**config.mk**
```make
export PLATFORM = sky130hd
export DESIGN_NAME = cache_port_arbiter_flat
export DESIGN_NICKNAME = d
export VERILOG_FILES = /design/src/rtl/cache_port_arbiter_if.sv /design/src/rtl/cache_port_arbiter.sv /design/src/flat_wrapper.sv
export SDC_FILE = /design/constraint.sdc
export NUM_CORES = 1
export LEC_CHECK = 0
export CAP_MARGIN = 20
export CORE_AREA = 5 5 303 305
export DETAILED_ROUTE_END_ITERATION = 10
export DIE_AREA = 0 0 308 310
export PLACE_DENSITY = 0.51
export SYNTH_ARGS = -nofsm -noshare
export SYNTH_HDL_FRONTEND = slang
export SYNTH_SLANG_ARGS = --single-unit
```
**constraint.sdc**
```tcl
create_clock -name clock_i -period 1.9 [get_ports clock_i]
set_input_delay 0.285 -clock clock_i [delete_from_list [all_inputs] [get_ports clock_i]]
set_output_delay 0.285 -clock clock_i [all_outputs]
set_load 0.03 [all_outputs]
```
**src/rtl/cache_port_arbiter_if.sv**
```systemverilog
// Request/grant and CacheMemory-side signals of the cache port arbiter.
// Names carry the arbiter's point of view: _i is an arbiter input, _o an arbiter output.
interface cache_port_arbiter_if #(
    parameter int TAG_W    = 51,
    parameter int INDEX_W  = 8,
    parameter int OFFSET_W = 5,
    parameter int LINE_W   = 256
);
    // Handshake: a requester raises valid with a stable payload and holds both until the
    // cycle its ready is high; the request is taken on that cycle's rising edge.
    logic                  fetchValid_i;
    logic                  fetchReady_o;
    logic [0:TAG_W-1]      fetchTag_i;
    logic [0:INDEX_W-1]    fetchIndex_i;
    logic [0:OFFSET_W-1]   fetchOffset_i;

    logic                  refillValid_i;
    logic                  refillReady_o;
    logic [0:LINE_W-1]     refillLine_i;
    logic [0:TAG_W-1]      refillTag_i;
    logic [0:INDEX_W-1]    refillIndex_i;
    logic [0:OFFSET_W-1]   refillOffset_i;

    logic                  fetchEnable_o;
    logic [0:TAG_W-1]      tag_o;
    logic [0:INDEX_W-1]    index_o;
    logic [0:OFFSET_W-1]   offset_o;

    logic                  updateEnable_o;
    logic [0:LINE_W-1]     newCacheline_o;
    logic [0:TAG_W-1]      newTag_o;
    logic [0:INDEX_W-1]    newIndex_o;
    logic [0:OFFSET_W-1]   newOffset_o;

    logic                  bubble_o;
    // Debug view: state (0 IDLE, 1 RD, 2 WR) and refill streak counter.
    logic [0:1]            dbgState_o;
    logic [0:3]            dbgStreak_o;

    modport slave (
        input  fetchValid_i, fetchTag_i, fetchIndex_i, fetchOffset_i,
        input  refillValid_i, refillLine_i, refillTag_i, refillIndex_i, refillOffset_i,
        output fetchReady_o, refillReady_o,
        output fetchEnable_o, tag_o, index_o, offset_o,
        output updateEnable_o, newCacheline_o, newTag_o, newIndex_o, newOffset_o,
        output bubble_o, dbgState_o, dbgStreak_o
    );

    modport master (
        output fetchValid_i, fetchTag_i, fetchIndex_i, fetchOffset_i,
        output refillValid_i, refillLine_i, refillTag_i, refillIndex_i, refillOffset_i,
        input  fetchReady_o, refillReady_o,
        input  fetchEnable_o, tag_o, index_o, offset_o,
        input  updateEnable_o, newCacheline_o, newTag_o, newIndex_o, newOffset_o,
        input  bubble_o, dbgState_o, dbgStreak_o
    );
endinterface

```
**src/rtl/cache_port_arbiter.sv**
```systemverilog
// Arbitrates instruction fetches (reads) and line refills (writes) onto single-ported
// CacheMemory, with a one-cycle bubble on read/write turnaround and a fetch starvation bound.
module cache_port_arbiter #(
    parameter int MAX_STREAK = 4
) (
    input  logic                 clock_i,
    input  logic                 reset_i,
    cache_port_arbiter_if.slave  bus
);
    typedef enum logic [1:0] {
        S_IDLE = 2'd0,
        S_RD   = 2'd1,
        S_WR   = 2'd2
    } state_t;

    localparam logic [3:0] STREAK_LIMIT = 4'(MAX_STREAK);

    state_t     r_state;
    logic [3:0] r_streak;

    logic w_force_fetch;
    logic w_sel_wr;
    logic w_sel_rd;
    logic w_grant_wr;
    logic w_grant_rd;
    logic w_turnaround;

    // Readies are gated by reset so nothing is accepted while reset is held.
    always_comb begin
        w_force_fetch = bus.fetchValid_i && (r_streak == STREAK_LIMIT);
        w_sel_wr      = bus.refillValid_i && !w_force_fetch;
        w_sel_rd      = !w_sel_wr && bus.fetchValid_i;
        w_grant_wr    = reset_i && w_sel_wr && (r_state != S_RD);
        w_grant_rd    = reset_i && w_sel_rd && (r_state != S_WR);
        w_turnaround  = (w_sel_wr && (r_state == S_RD)) || (w_sel_rd && (r_state == S_WR));
    end

    assign bus.fetchReady_o  = w_grant_rd;
    assign bus.refillReady_o = w_grant_wr;
    assign bus.dbgState_o    = r_state;
    assign bus.dbgStreak_o   = r_streak;

    always_ff @(posedge clock_i or negedge reset_i) begin
        if (!reset_i) begin
            r_state            <= S_IDLE;
            r_streak           <= 4'd0;
            bus.fetchEnable_o  <= 1'b0;
            bus.tag_o          <= '0;
            bus.index_o        <= '0;
            bus.offset_o       <= '0;
            bus.updateEnable_o <= 1'b0;
            bus.newCacheline_o <= '0;
            bus.newTag_o       <= '0;
            bus.newIndex_o     <= '0;
            bus.newOffset_o    <= '0;
            bus.bubble_o       <= 1'b0;
        end else begin
            bus.fetchEnable_o  <= w_grant_rd;
            bus.updateEnable_o <= w_grant_wr;
            bus.bubble_o       <= w_turnaround;

            if (w_grant_rd) begin
                bus.tag_o    <= bus.fetchTag_i;
                bus.index_o  <= bus.fetchIndex_i;
                bus.offset_o <= bus.fetchOffset_i;
            end
            if (w_grant_wr) begin
                bus.newCacheline_o <= bus.refillLine_i;
                bus.newTag_o       <= bus.refillTag_i;
                bus.newIndex_o     <= bus.refillIndex_i;
                bus.newOffset_o    <= bus.refillOffset_i;
            end

            if (w_grant_wr)      r_state <= S_WR;
            else if (w_grant_rd) r_state <= S_RD;
            else                 r_state <= S_IDLE;

            // The streak only measures refill grants taken while a fetch is waiting.
            if (!bus.fetchValid_i || w_grant_rd)
                r_streak <= 4'd0;
            else if (w_grant_wr && (r_streak != STREAK_LIMIT))
                r_streak <= r_streak + 4'd1;
        end
    end
endmodule
```
**src/flat_wrapper.sv**
```systemverilog
// flat-port wrapper written by rule: the top's interface ports become plain ports
module cache_port_arbiter_flat 
#(
    parameter int MAX_STREAK = 4
)
  (clock_i, reset_i, bus_fetchValid_i, bus_fetchTag_i, bus_fetchIndex_i, bus_fetchOffset_i, bus_refillValid_i, bus_refillLine_i, bus_refillTag_i, bus_refillIndex_i, bus_refillOffset_i, bus_fetchReady_o, bus_refillReady_o, bus_fetchEnable_o, bus_tag_o, bus_index_o, bus_offset_o, bus_updateEnable_o, bus_newCacheline_o, bus_newTag_o, bus_newIndex_o, bus_newOffset_o, bus_bubble_o, bus_dbgState_o, bus_dbgStreak_o);
  cache_port_arbiter_if bus_i ();
  input  logic clock_i;
  input  logic reset_i;
  input wire logic [$bits(bus_i.fetchValid_i)-1:0] bus_fetchValid_i;
  input wire logic [$bits(bus_i.fetchTag_i)-1:0] bus_fetchTag_i;
  input wire logic [$bits(bus_i.fetchIndex_i)-1:0] bus_fetchIndex_i;
  input wire logic [$bits(bus_i.fetchOffset_i)-1:0] bus_fetchOffset_i;
  input wire logic [$bits(bus_i.refillValid_i)-1:0] bus_refillValid_i;
  input wire logic [$bits(bus_i.refillLine_i)-1:0] bus_refillLine_i;
  input wire logic [$bits(bus_i.refillTag_i)-1:0] bus_refillTag_i;
  input wire logic [$bits(bus_i.refillIndex_i)-1:0] bus_refillIndex_i;
  input wire logic [$bits(bus_i.refillOffset_i)-1:0] bus_refillOffset_i;
  output wire logic [$bits(bus_i.fetchReady_o)-1:0] bus_fetchReady_o;
  output wire logic [$bits(bus_i.refillReady_o)-1:0] bus_refillReady_o;
  output wire logic [$bits(bus_i.fetchEnable_o)-1:0] bus_fetchEnable_o;
  output wire logic [$bits(bus_i.tag_o)-1:0] bus_tag_o;
  output wire logic [$bits(bus_i.index_o)-1:0] bus_index_o;
  output wire logic [$bits(bus_i.offset_o)-1:0] bus_offset_o;
  output wire logic [$bits(bus_i.updateEnable_o)-1:0] bus_updateEnable_o;
  output wire logic [$bits(bus_i.newCacheline_o)-1:0] bus_newCacheline_o;
  output wire logic [$bits(bus_i.newTag_o)-1:0] bus_newTag_o;
  output wire logic [$bits(bus_i.newIndex_o)-1:0] bus_newIndex_o;
  output wire logic [$bits(bus_i.newOffset_o)-1:0] bus_newOffset_o;
  output wire logic [$bits(bus_i.bubble_o)-1:0] bus_bubble_o;
  output wire logic [$bits(bus_i.dbgState_o)-1:0] bus_dbgState_o;
  output wire logic [$bits(bus_i.dbgStreak_o)-1:0] bus_dbgStreak_o;
  assign bus_i.fetchValid_i = bus_fetchValid_i;
  assign bus_i.fetchTag_i = bus_fetchTag_i;
  assign bus_i.fetchIndex_i = bus_fetchIndex_i;
  assign bus_i.fetchOffset_i = bus_fetchOffset_i;
  assign bus_i.refillValid_i = bus_refillValid_i;
  assign bus_i.refillLine_i = bus_refillLine_i;
  assign bus_i.refillTag_i = bus_refillTag_i;
  assign bus_i.refillIndex_i = bus_refillIndex_i;
  assign bus_i.refillOffset_i = bus_refillOffset_i;
  assign bus_fetchReady_o = bus_i.fetchReady_o;
  assign bus_refillReady_o = bus_i.refillReady_o;
  assign bus_fetchEnable_o = bus_i.fetchEnable_o;
  assign bus_tag_o = bus_i.tag_o;
  assign bus_index_o = bus_i.index_o;
  assign bus_offset_o = bus_i.offset_o;
  assign bus_updateEnable_o = bus_i.updateEnable_o;
  assign bus_newCacheline_o = bus_i.newCacheline_o;
  assign bus_newTag_o = bus_i.newTag_o;
  assign bus_newIndex_o = bus_i.newIndex_o;
  assign bus_newOffset_o = bus_i.newOffset_o;
  assign bus_bubble_o = bus_i.bubble_o;
  assign bus_dbgState_o = bus_i.dbgState_o;
  assign bus_dbgStreak_o = bus_i.dbgStreak_o;
  cache_port_arbiter #(.MAX_STREAK(MAX_STREAK)) u_core (.clock_i(clock_i), .reset_i(reset_i), .bus(bus_i));
endmodule
```
==> summary.md <==
| Metric | Value |
|---|---|
| Post-DRT Antenna Nets | `0` |
| Slew Limit Fails | `0` |
| Reg2reg setup slack | `-270 ps` |
| R2R depth | `10` |
| Site Rows | `110` |
| Clock Pin Slew Worst Setup and Hold Paths | `approximately 60 ps` |
| Vias in the first global route | `around 12000` |
| Yosys cell types | `26` |
| Global route overflow | `0` |
| Element type at the critical path start | `register` |
| CP Class | `reg2out` |
| Critical path fanouts, max | `3` |
| Leading area contributor after synthesis | `dfrtp_1` |
| Clock Tree Root | `clkbuf_16` |
| Die H | `310 µm` |
| Rel. slew slack | `0.462` |
| Placed insts | `between 2000 and 3000` |
| CTS tree | `yes` |
| Mapped cell area | `14700 µm²` |
| Setup-violating endpoint count in the final report | `321` |
| Via count | `around 11000` |
| PortBufs | `782` |
| Maxcap violations | `0` |
| Final Skew | `12.5 ps` |
| Initial Utilization | `0.165` |
| Req. time, crit path | `roughly 1600 ps` |
| Antenna violations before repair | `1` |
| GRT Total Usage | `0.106` |
| Pin count of the biggest net entering global routing | `about 120` |
| Synth top area cells | `dfrtp_1, mux2_2, buf_4` |
| GRT met3 Usage | `0.0387` |
| Fin cells | `about 3000` |
| Leak | `roughly 11 nW` |
| Chip width | `approximately 300 µm` |
| Yosys warnings | `0` |
| Number of DRC markers in iteration 0 | `roughly 290` |
| Maximum vdd ir drop | `about 0.00077 V` |
| Avg WL per Cell | `roughly 19 µm` |
| Power consumption | `between 20 and 30 mW` |
| Die ar. | `95500 µm²` |
| TritonCTS buffer count | `46` |
| Register area share after synthesis | `0.668` |
| Min-Delay Path Class | `in2async` |
| DRT Pass-1 Iters | `4` |
| Synth Register Bits | `a little under 400` |
| Global routing's busiest layer | `met2` |
| Final period util | `1.22` |
| Clock period minus final worst setup slack | `between 2000 and 2500 ps` |
| Total wire length | `between 50000 and 60000 µm` |
| First-pass GRT wire length | `~78000 µm` |
| Via density | `~3.7` |
| Synthesis-to-finish area growth | `81.0%` |
| Crit path arrival time | `about 2000 ps` |
| Ports | `between 700 and 800` |
| Core Region | `a little under 90000 µm²` |
| Max Freq | `approximately 430 MHz` |
| M2 GR Usage | `0.197` |
| Final WS setup | `-410 ps` |
| R2R Path Start | `u_core.bus.dbgStreak_o[3]` |
| Slew @ Worst Pin | `807 ps` |
| Clock Latency Late Sink | `560 ps` |
| Routability congestion estimate | `roughly 0.80` |
| R2R Path End | `u_core.bus.newCacheline_o[216]` |
| Fillcell total | `roughly 9000` |
| Met1 Usage GRT | `0.110` |
| Syn avg cell area | `approximately 17 µm²` |
| RSZ-0062 raised after global routing | `yes` |
| H-Tree Depth | `2` |
| Nets@finish | `2134` |
| Synth top area share | `0.668` |
| Pre-CTS WS | `-379 ps` |
| Cells after Synth | `approximately 850` |
| Syn_nets | `about 1200` |
| Layout cell share with drive strength beyond 1 | `0.323` |
| DPL Wire Length | `41300 µm` |
| Crit path capture type | `primary output` |
| Cell area power density | `between 1000 and 1500 nW/µm²` |
| Status | `finished, violations left` |
| Hold Vio Cnt, Final | `0` |
| Failing checks | `setup timing` |
| Remaining DRCs | `0` |
| Sink Count | `about 390` |
| CTS max path bufs | `3` |
## state kept, by name, summed over array words and instances (netlist names)
signal	cells
u_core.bus.bubble_o	1
u_core.bus.dbgState_o	1
u_core.bus.dbgStreak_o	4
u_core.bus.fetchEnable_o	1
u_core.bus.index_o	8
u_core.bus.newCacheline_o	256
u_core.bus.newIndex_o	8
u_core.bus.newOffset_o	5
u_core.bus.newTag_o	51
u_core.bus.offset_o	5
u_core.bus.tag_o	51
u_core.bus.updateEnable_o	1
## layout by cell type, fill, tap and decap left out, types with 10 or more instances in the layout
master and instances:
buf_4 33, buf_6 16, mux2_4 10, buf_16 15, clkbuf_8 11, mux2_2 374, buf_12 17, dfrtp_1 390
clkbuf_16 62, clkbuf_1 12, dlygate4sd2_1 390, buf_8 14, clkdlybuf4s50_1 389
## power breakdown
part           total (mW)  internal, mW  switching (mW)
Sequential           10.5          9.79           0.740
Clock                9.23          5.69            3.55
Combinational        8.39          3.56            4.83
Total                28.2          19.0            9.11
## cells in the mapped netlist
library cell / number
inv_1: 4
nand3b_2: 1
buf_2: 13
and2_0: 1
mux2_1: 5
a2111oi_4: 1
buf_6: 1
a32o_1: 1
and4_1: 1
nand2_1: 1
and2_1: 1
o31ai_1: 2
a21oi_1: 1
nand2b_1: 1
dfrtp_1: 392
buf_4: 30
ha_1: 2
nand4_1: 2
a211oi_1: 2
mux2_2: 379
and3_1: 2
and3b_1: 1
a2111oi_0: 3
nor2b_1: 2
nand4b_1: 1
a41oi_1: 2
## how the worst max path moves through the flow
stage                     slack [ps]                 startpoint                              to  cells past startpoint
after global placement          -340          bus_refillValid_i  u_core.bus.newCacheline_o[212]                      6
after CTS                       -530  u_core.bus.dbgStreak_o[3]                bus_fetchReady_o                      7
final                           -410  u_core.bus.dbgStreak_o[3]                bus_fetchReady_o                      7
after floorplan                 -100  u_core.bus.dbgStreak_o[2]           u_core.bus.index_o[1]                      7
after global routing            -510  u_core.bus.dbgStreak_o[3]                bus_fetchReady_o                      7
after detailed placement        -380          bus_refillValid_i  u_core.bus.newCacheline_o[147]                      6
## what timing repair did
action,CTS,global route
gates cloned,8,15
setup endpoints to repair,518,386
setup buffers,11,15
pin swaps,3,2
gates resized for setup,429,46
hold buffers,1,0
endpoints found under the hold margin,36,0
## metal layers
metal  routed length (µm)  share of wire  vias up
met2                29700           0.53      503
met1                19800           0.35     5376
met5                    0              0        -
li1                     -              -     4847
met4                 1620          0.029        0
met3                 5290          0.094       78
## layout make-up
class / count / area [µm²] / share of cell area
inverters: 4 / 15.0 / 0.000565
multi-input cells: 412 / 4650 / 0.175
well taps: 1176 / 1470 / 0.0553
flip-flops and latches: 392 / 9810 / 0.369
repair buffers: 888 / 9040 / 0.340
clock buffers: 72 / 1420 / 0.0535
diodes: 1 / 2.50 / 0.0000941
clock inverters: 14 / 180 / 0.00678
## worst max-delay path, cell delays in order, from the launching register on
cell	delay [ps]
dfrtp_2	410
inv_2	80
ha_4	160
nand3b_4	100
a2111oi_4	350
buf_12	150
buf_8	90
buf_6	120
## through the flow
step,hold slack (ps),utilization,area (µm²),setup TNS (ps)
CTS,158,0.292,26000,-56390
floorplan,-10.6,-,14800,-4130
global route,201,0.299,26600,-67350
global placement,104,0.274,24400,-107120
finish,135,0.299,26600,-45660
detailed placement,103,0.274,24400,-121210
## cell families (layout without fill, tap and decap cells)
kind of cell / Yosys count / after routing / share of synthesized area
DFF: 392 / 392 / 0.668
muxes: 384 / 384 / 0.294
buffers and inverters: 48 / 978 / 0.0216
and+or+nand+nor: 14 / 14 / 0.00664
AOI/OAI and AO/OA: 12 / 12 / 0.00792
adders and majority gates: 2 / 2 / 0.00170
other: 0 / 1 / 0
No activity file was read; power rests on OpenSTA's default activity.
